===== src/rtl/rf_wb_arbiter.sv =====
// Writeback arbiter: ALU and load unit share one register-file write port, with a pending-write scoreboard.
// Optional same-cycle bypass of the registered write is enabled by defining RF_WB_BYPASS_EN.
module rf_wb_arbiter (
  input  logic        clk,
  input  logic        rst,
  input  logic        a_valid,
  input  logic [4:0]  a_rd,
  input  logic [31:0] a_data,
  output logic        a_ready,
  input  logic        b_valid,
  input  logic [4:0]  b_rd,
  input  logic [31:0] b_data,
  output logic        b_ready,
  input  logic        iss_valid,
  input  logic [4:0]  iss_rd,
  output logic        rf_we,
  output logic [4:0]  rf_rd,
  output logic [31:0] rf_wdata,
  output logic [31:0] busy
`ifdef RF_WB_BYPASS_EN
  ,
  input  logic [4:0]  rs1,
  input  logic [4:0]  rs2,
  output logic        byp1_hit,
  output logic        byp2_hit,
  output logic [31:0] byp1_data,
  output logic [31:0] byp2_data
`endif
);

  typedef enum logic {
    PTR_A = 1'b0,
    PTR_B = 1'b1
  } ptr_e;

  ptr_e        r_ptr;
  ptr_e        w_ptrNext;
  logic        w_grantA;
  logic        w_grantB;
  logic        w_grant;
  logic [4:0]  w_wrRd;
  logic [31:0] w_wrData;
  logic [31:0] w_clrMask;
  logic [31:0] w_setMask;
  logic [31:0] w_busyNext;
  logic        r_we;
  logic [4:0]  r_rd;
  logic [31:0] r_wdata;
  logic [31:0] r_busy;

  always_ff @(posedge clk or posedge rst) begin
    if (rst) begin
      r_ptr <= PTR_A;
    end else begin
      r_ptr <= w_ptrNext;
    end
  end

  // Grants are suppressed during reset; the pointer only moves when both sides competed.
  always_comb begin
    w_grantA  = 1'b0;
    w_grantB  = 1'b0;
    w_ptrNext = r_ptr;
    if (!rst) begin
      if (a_valid && b_valid) begin
        if (r_ptr == PTR_A) begin
          w_grantA  = 1'b1;
          w_ptrNext = PTR_B;
        end else begin
          w_grantB  = 1'b1;
          w_ptrNext = PTR_A;
        end
      end else if (a_valid) begin
        w_grantA = 1'b1;
      end else if (b_valid) begin
        w_grantB = 1'b1;
      end
    end
  end

  assign w_grant  = w_grantA | w_grantB;
  assign w_wrRd   = w_grantB ? b_rd : a_rd;
  assign w_wrData = w_grantB ? b_data : a_data;
  assign a_ready  = w_grantA;
  assign b_ready  = w_grantB;

  // Issue-side set is applied after the writeback clear so a re-issued rd stays pending.
  assign w_clrMask  = w_grant ? (32'd1 << w_wrRd) : 32'd0;
  assign w_setMask  = iss_valid ? (32'd1 << iss_rd) : 32'd0;
  assign w_busyNext = ((r_busy & ~w_clrMask) | w_setMask) & 32'hFFFF_FFFE;

  always_ff @(posedge clk or posedge rst) begin
    if (rst) begin
      r_we    <= 1'b0;
      r_rd    <= 5'd0;
      r_wdata <= 32'd0;
      r_busy  <= 32'd0;
    end else begin
      r_we   <= w_grant && (w_wrRd != 5'd0);
      r_busy <= w_busyNext;
      if (w_grant) begin
        r_rd    <= w_wrRd;
        r_wdata <= w_wrData;
      end
    end
  end

  assign rf_we    = r_we;
  assign rf_rd    = r_rd;
  assign rf_wdata = r_wdata;
  assign busy     = r_busy;

`ifdef RF_WB_BYPASS_EN
  assign byp1_hit  = r_we && (r_rd == rs1) && (rs1 != 5'd0);
  assign byp2_hit  = r_we && (r_rd == rs2) && (rs2 != 5'd0);
  assign byp1_data = r_wdata;
  assign byp2_data = r_wdata;
`endif

endmodule


===== config.mk =====
export PLATFORM = sky130hd
export DESIGN_NAME = rf_wb_arbiter
export DESIGN_NICKNAME = d
export VERILOG_FILES = /design/src/rtl/rf_wb_arbiter.sv
export SDC_FILE = /design/constraint.sdc
export NUM_CORES = 1
export LEC_CHECK = 0
export BUFFER_PORTS_ARGS = -buffer_cell sky130_fd_sc_hd__buf_4
export CAP_MARGIN = 20
export CORE_MARGIN = 2
export CORE_UTILIZATION = 49
export DETAILED_ROUTE_END_ITERATION = 10
export PLACE_DENSITY_LB_ADDON = 0.12
export SLEW_MARGIN = 20
export SYNTH_ARGS = -nofsm -noshare
export SYNTH_HDL_FRONTEND = slang
export SYNTH_SLANG_ARGS = --single-unit

===== constraint.sdc =====
create_clock -name clk -period 4.9 [get_ports clk]
set_input_delay 0.98 -clock clk [delete_from_list [all_inputs] [get_ports clk]]
set_output_delay 0.98 -clock clk [all_outputs]
set_load 0.02 [all_outputs]

==> results of run 1 <==
## per-stage QoR
step / cell area, sq um / instances
2_1_floorplan: 3800 / 377
3_3_place_gp: 4980 / 608
3_5_place_dp: 4980 / 608
4_1_cts: 5160 / 623
5_1_grt: 5160 / 623
6_report: 5160 / 623
## state kept, by name, indices dropped and copies added (netlist names)
signal,count
rf_wdata,32
r_ptr,1
rf_we,1
busy,31
rf_rd,5
## power groups by stage
stage	Combinational (mW)	Clock [mW]	Sequential [mW]
global placement	0.615	0	0.750
floorplan	0.228	0	0.874
global route	0.668	0.455	0.759
detailed placement	0.625	0	0.756
CTS	0.627	0.426	0.745
finish	0.623	0.417	0.746
## cells by family after synthesis
| kind of cell | count (synthesis) |
|---|---|
| XOR/XNOR | 1 |
| AO/OA/AOI/OAI | 122 |
| multiplexers | 36 |
| buffers and inverters | 43 |
| flip-flops | 70 |
| other | 1 |
| AND/OR/NAND/NOR | 104 |
## cell usage after synthesis, types with 2 or more instances
| cell type | instances |
|---|---|
| buf_2 | 7 |
| nor4bb_1 | 3 |
| or2_2 | 2 |
| nor4_1 | 9 |
| nor2b_1 | 3 |
| a21oi_1 | 2 |
| dfrtp_1 | 70 |
| o221ai_1 | 8 |
| o21ai_0 | 47 |
| nor2_1 | 5 |
| clkbuf_1 | 17 |
| nand2b_1 | 9 |
| a32o_1 | 8 |
| inv_1 | 13 |
| nand2_1 | 50 |
| or4_1 | 6 |
| a2111oi_2 | 6 |
| mux2i_1 | 36 |
| a22o_1 | 15 |
| nor3_1 | 8 |
| a211oi_1 | 2 |
| buf_6 | 3 |
| and4b_1 | 3 |
| a211o_1 | 29 |
| buf_4 | 2 |
## metal layers
metal / track usage / up-vias / share of wire / routed length, um
li1: - / 1697 / - / -
met1: 0.353 / 1658 / 0.42 / 4440
met2: 0.423 / 137 / 0.48 / 5100
met3: 0.0567 / 17 / 0.083 / 881
met4: 0.0821 / 0 / 0.018 / 192
met5: 0 / - / 0 / 0
## placed cells by master (no fill, tap or decap), types with 9 or more instances in the layout
master / Yosys / final
buf_4: 2 / 158
dfrtp_1: 70 / 70
nand2_1: 50 / 49
o21ai_0: 47 / 46
mux2i_1: 36 / 36
a211o_1: 29 / 29
a22o_1: 15 / 15
inv_1: 13 / 13
clkbuf_8: 0 / 11
nand2b_1: 9 / 9
nor4_1: 9 / 9
## worst min-delay path, cell delays in order, from the launching register on
cell	delay (ps)
dfrtp_1	340
nand2_1	40
o21ai_0	60
## layout make-up
| class | instances | area (sq um) | share of cell area |
|---|---|---|---|
| multi-input combinational | 264 | 1870 | 0.362 |
| sequential | 70 | 1750 | 0.339 |
| timing repair buffer | 158 | 1190 | 0.230 |
| clock buffer | 12 | 155 | 0.0301 |
| tap | 102 | 128 | 0.0247 |
| inverter | 14 | 53.8 | 0.0104 |
| clock inverter | 3 | 20.0 | 0.00388 |
## how the worst max path moves through the flow
stage                     from            endpoint
after global routing       rst             b_ready
after detailed placement   rst             b_ready
after CTS                  rst             b_ready
after floorplan            rst  busy[24]$_DFF_PP0_
final                      rst             b_ready
after global placement     rst             b_ready
==> impl_results.md, run 1 <==
* Adder-cell share of the synthesized area at 0
* I/O Buffers at 154
* First-pass GRT wire length at 17,400 um
* Primary FF master, synth: dfrtp_1
* Setup WS pre-CTS at 1820 ps
* Core Rows at 32
* Worst-path cell chain: buf_4, and2b_1, nand2_2, inv_1, buf_4
* CTS resizes at 0
* Final worst-path cycle share at 0.629
* Hold Buf Count CTS at 0
* Synth cell types at 39
* Status: completed
* Critical path depth in cells at 5
* Mean routed wirelength per cell at 17.0 um
* GRT overflow at 0
* Max IR drop VDD at 0.000266 V
* Max_cap viols at 0
* Pin count of the biggest net entering global routing at 75
* Switch Pwr at 0.620 mW
* Leak at 2.52 nW
* Cells after synthesis at 377
* Hold path depth at 2
* Clk pwr share at 0.234
* CTS max path bufs at 2
* TritonRoute pass-1 iters at 4
* Setup-failing EPs final at 0
* R2R Path Start: r_ptr$_DFFE_PP0P_
* Synth top area cells: dfrtp_1 (46%), mux2i_1 (9.5%), a211o_1 (6.7%)
* Most area-hungry cell type in the Yosys netlist: dfrtp_1
* Post-synthesis compound-gate area fraction at 0.244
* Power share of the combinational group at 0.349
* Die area at 8480 sq um
* Initial Utilization at 0.500
* HP Class: flip-flop to flip-flop
* Fin Setup TNS at 0 ps
* Tot GR Track Use at 0.262
* Worst R2R Path Depth at 4
* Fillers at 673
* Die Wd at 92.1 um
* H-Tree Depth at 3
* Share of the synthesized area in the top cell type at 0.461
* Number of enable flip-flop cells after synthesis at 0
* TritonCTS clock tree: yes
* Fmax at 324 MHz
* CTS clock-pin slew for the worst setup and hold paths at 70 ps
* Vias per cell at 5.63
* Hold Violations, Final at 0
* Pwr/cell area at 346 nW/um^2
* Xor and xnor fraction of the mapped netlist area at 0.00230
* Post-synthesis mux area share at 0.0947
* Via count at 3,509
* Synth Area in Simple Gates at 0.145
* RSZ-0062 raised after global routing: no
* YS warnings at 0
* Main combinational cell family by area after synthesis: compound AO/OA/AOI/OAI gates
* HPWL Detailed at 7900 um
* CORE AREA at 7610 sq um
* Crit path top cell by count: buf_4
* Slowest cell on the critical path: and2b_1
* Clk root buf: clkbuf_8
* Worst slew pin tran at 1100 ps
* Worst skew pair latency at 340 ps
* Vias in the first global route at 3,405
* Cts bufs inserted at 9
* Worst Slack Setup Final at 1820 ps
* Hold Slack at 481 ps
* # IOs at 156
* Critical path's largest stage delay at 620 ps
* Crit path time final at 3080 ps
* Clock sink total at 70
* Fin util at 0.678
* Total internal power at 1.17 mW
* Nets at 601
* Drt total wl at 10,600 um
* Ys async rst share at 1.00
* Gpl congestion at 0.850
* Hold EP: rf_wdata[8]$_DFFE_PP0P_
* Die height at 92.1 um
* Max-Slew Margin vs Limit at 0.266
* R2R Path End: busy[14]$_DFF_PP0_
* Crit start category: input pin
* WP data required at 3920 ps
* Switch share at 0.347
* Arrival @ worst endpoint at 2100 ps
* Post-Syn Area at 3800 sq um
* Power, Total at 1.79 mW
* Flop2flop setup slack at 2500 ps
* Routed Antenna Nets at 0
* Initial DRC Count at 206
* Initial antenna violation count at 0
* Min-Delay Startpoint: rf_wdata[8]$_DFFE_PP0P_
* Layout cells sized above 1 at 0.357
* Slew Viols, Final at 0
* Worst setup path class: input pin to primary output
* Crit path buf inv count at 3
* Syn_nets at 461
* CP delay by family, top: simple AND/OR/NAND/NOR gates
* Postcts setup bufs at 0
* Worst Skew at 4.20 ps
* Area grow syn2layout at 35.7%
* Post-Syn Area per Cell at 10.1 sq um
* Crit end category: primary output
* DRC at 0
* Sequential Power Share at 0.418
* Flops & latches, synth at 70
* N_diodes at 0
* CP max FO at 21
* Post-synthesis sequential area ratio at 0.461
Note: power is estimated with default switching activity, not from simulation.
==> run 2, diff against run 1 <==
==> constraint.sdc (replaced) <==
create_clock -name clk -period 3.05 [get_ports clk]
set_input_delay 0.61 -clock clk [delete_from_list [all_inputs] [get_ports clk]]
set_output_delay 0.61 -clock clk [all_outputs]
set_load 0.02 [all_outputs]
==> run 2 against run 1 <==
  * Sequential power increased by 61%
  * Die area unchanged
  * Setup slack got worse by 1200 ps
  * Clock skew increased by 1.5 ps
  * Via count increased by 2.9%
  * Combinational power increased by 62%
  * Sequential cell count unchanged
  * Utilization increased by 1.0 points
  * Non-clock buffer count increased by 4
  * Global-route usage decreased by 0.079 points
  * Wire length about the same
==> impl_results.md, run 2 (synthesized netlist as in run 1, its figures left out) <==
* Crit path top cell by count: buf_4
* Arrival @ worst endpoint at 1810 ps
* Area grow syn2layout at 37.7%
* Worst Skew at 5.73 ps
* Max-Slew Margin vs Limit at 0.314
* Critical Path Sink: b_ready
* CTS resizes at 0
* Flop2flop setup slack at 890 ps
* # IOs at 156
* CTS clock-pin slew for the worst setup and hold paths at 80 ps
* Die height at 92.1 um
* N_diodes at 0
* Worst setup path class: input pin to primary output
* GRT overflow at 0
* Cts bufs inserted at 9
* Leak at 2.56 nW
* CTS max path bufs at 2
* Drt total wl at 10,600 um
* Clk root buf: clkbuf_8
* I/O Buffers at 154
* R2R Path Start: r_ptr$_DFFE_PP0P_
* Power, Total at 3.03 mW
* Max reg flops at 32
* Setup WS pre-CTS at 615 ps
* Total internal power at 2.00 mW
* Pwr/cell area at 579 nW/um^2
* Via count at 3,612
* Status: completed
* Vias in the first global route at 3,518
* Clk pwr share at 0.271
* Worst R2R Path Depth at 4
* Clock sink total at 70
* Fin Setup TNS at 0 ps
* Layout cells sized above 1 at 0.364
* Worst skew pair latency at 350 ps
* Core Rows at 32
* Max_cap viols at 0
* Crit path time final at 2420 ps
* Vias per cell at 5.76
* Postcts setup bufs at 0
* DRC at 0
* Slew Viols, Final at 0
* Initial DRC Count at 269
* Commonest non-fill, non-tap cell in the layout: buf_4
* Worst-path cell chain: buf_4, and2b_1, nand2_2, inv_1, buf_4
* Hold Violations, Final at 0
* Tot GR Track Use at 0.261
* Final worst-path cycle share at 0.792
* Switch share at 0.339
* H-Tree Depth at 3
* Power share of the combinational group at 0.333
* Final Non-Filler Cells at 627
* HP Class: flip-flop to flip-flop
* CP max FO at 21
* Switch Pwr at 1.03 mW
* Die area at 8480 sq um
* Crit start category: input pin
* RSZ-0062 raised after global routing: no
* CORE AREA at 7610 sq um
* Most frequent cells in the layout: buf_4 (161), dfrtp_1 (70), nand2_1 (49)
* Fin util at 0.689
* Worst slew pin tran at 1030 ps
* HPWL Detailed at 7940 um
* Pin count of the biggest net entering global routing at 49
* Initial Utilization at 0.500
* Hold Buf Count CTS at 0
* Placed cell areas at 5030 sq um
* Dpl cells at 612
* Worst Setup SP: rst
* Finished Cell Area at 5240 sq um
* Gpl congestion at 0.894
* First-pass GRT wire length at 17,500 um
* Hold Slack at 482 ps
* R2R Path End: busy[19]$_DFF_PP0_
* WP data required at 2440 ps
* Initial antenna violation count at 0
* TritonCTS clock tree: yes
* Crit end category: primary output
* Fmax at 414 MHz
* Sequential Power Share at 0.396
* Critical path's largest stage delay at 640 ps
* TritonRoute pass-1 iters at 5
* Worst Slack Setup Final at 634 ps
* Mean routed wirelength per cell at 16.9 um
* Max IR drop VDD at 0.000248 V
* Slowest cell on the critical path: and2b_1
* Die Wd at 92.1 um
* Setup-failing EPs final at 0
* Routed Antenna Nets at 0
* Nets at 605
run 2: power by group through the flow:
stage          logic (mW)  registers (mW)  clock network (mW)
2_1_floorplan       0.366            1.40                   0
3_3_place_gp        0.995            1.21                   0
3_5_place_dp         1.01            1.22                   0
4_1_cts              1.01            1.20               0.825
5_1_grt              1.09            1.22               0.867
6_report             1.01            1.20               0.823
run 2: how the worst min path moves through the flow:
stage | from | end | depth (start not counted)
detailed placement | rf_wdata[9]$_DFFE_PP0P_ | rf_wdata[9]$_DFFE_PP0P_ | 2
floorplan | r_ptr$_DFFE_PP0P_ | r_ptr$_DFFE_PP0P_ | 1
finish | rf_wdata[9]$_DFFE_PP0P_ | rf_wdata[9]$_DFFE_PP0P_ | 2
CTS | rf_wdata[9]$_DFFE_PP0P_ | rf_wdata[9]$_DFFE_PP0P_ | 2
global placement | rf_wdata[20]$_DFFE_PP0P_ | rf_wdata[20]$_DFFE_PP0P_ | 2
global route | rf_wdata[27]$_DFFE_PP0P_ | rf_wdata[27]$_DFFE_PP0P_ | 2
run 2: layer usage:
metal | wire [um] | GRT usage | vias to the layer above
li1 | - | - | 1706
met1 | 4520 | 0.361 | 1733
met2 | 5120 | 0.411 | 150
met3 | 751 | 0.0501 | 23
met4 | 227 | 0.0933 | 0
met5 | 0 | 0 | -
run 2: layout make-up:
cell class                      instances  area [sq um]
Multi-Input combinational cell        264          1870
Tap cell                              102           128
Inverter                               14          53.8
Fill cell                             644          2370
Clock inverter                          6          87.6
Sequential cell                        70          1750
Clock buffer                            9           124
Timing Repair Buffer                  162          1230
run 2: critical path: cells and delay by family:
family | cells | cell delay (ps)
and+or+nand+nor | 2 | 780
buffers and inverters | 3 | 410
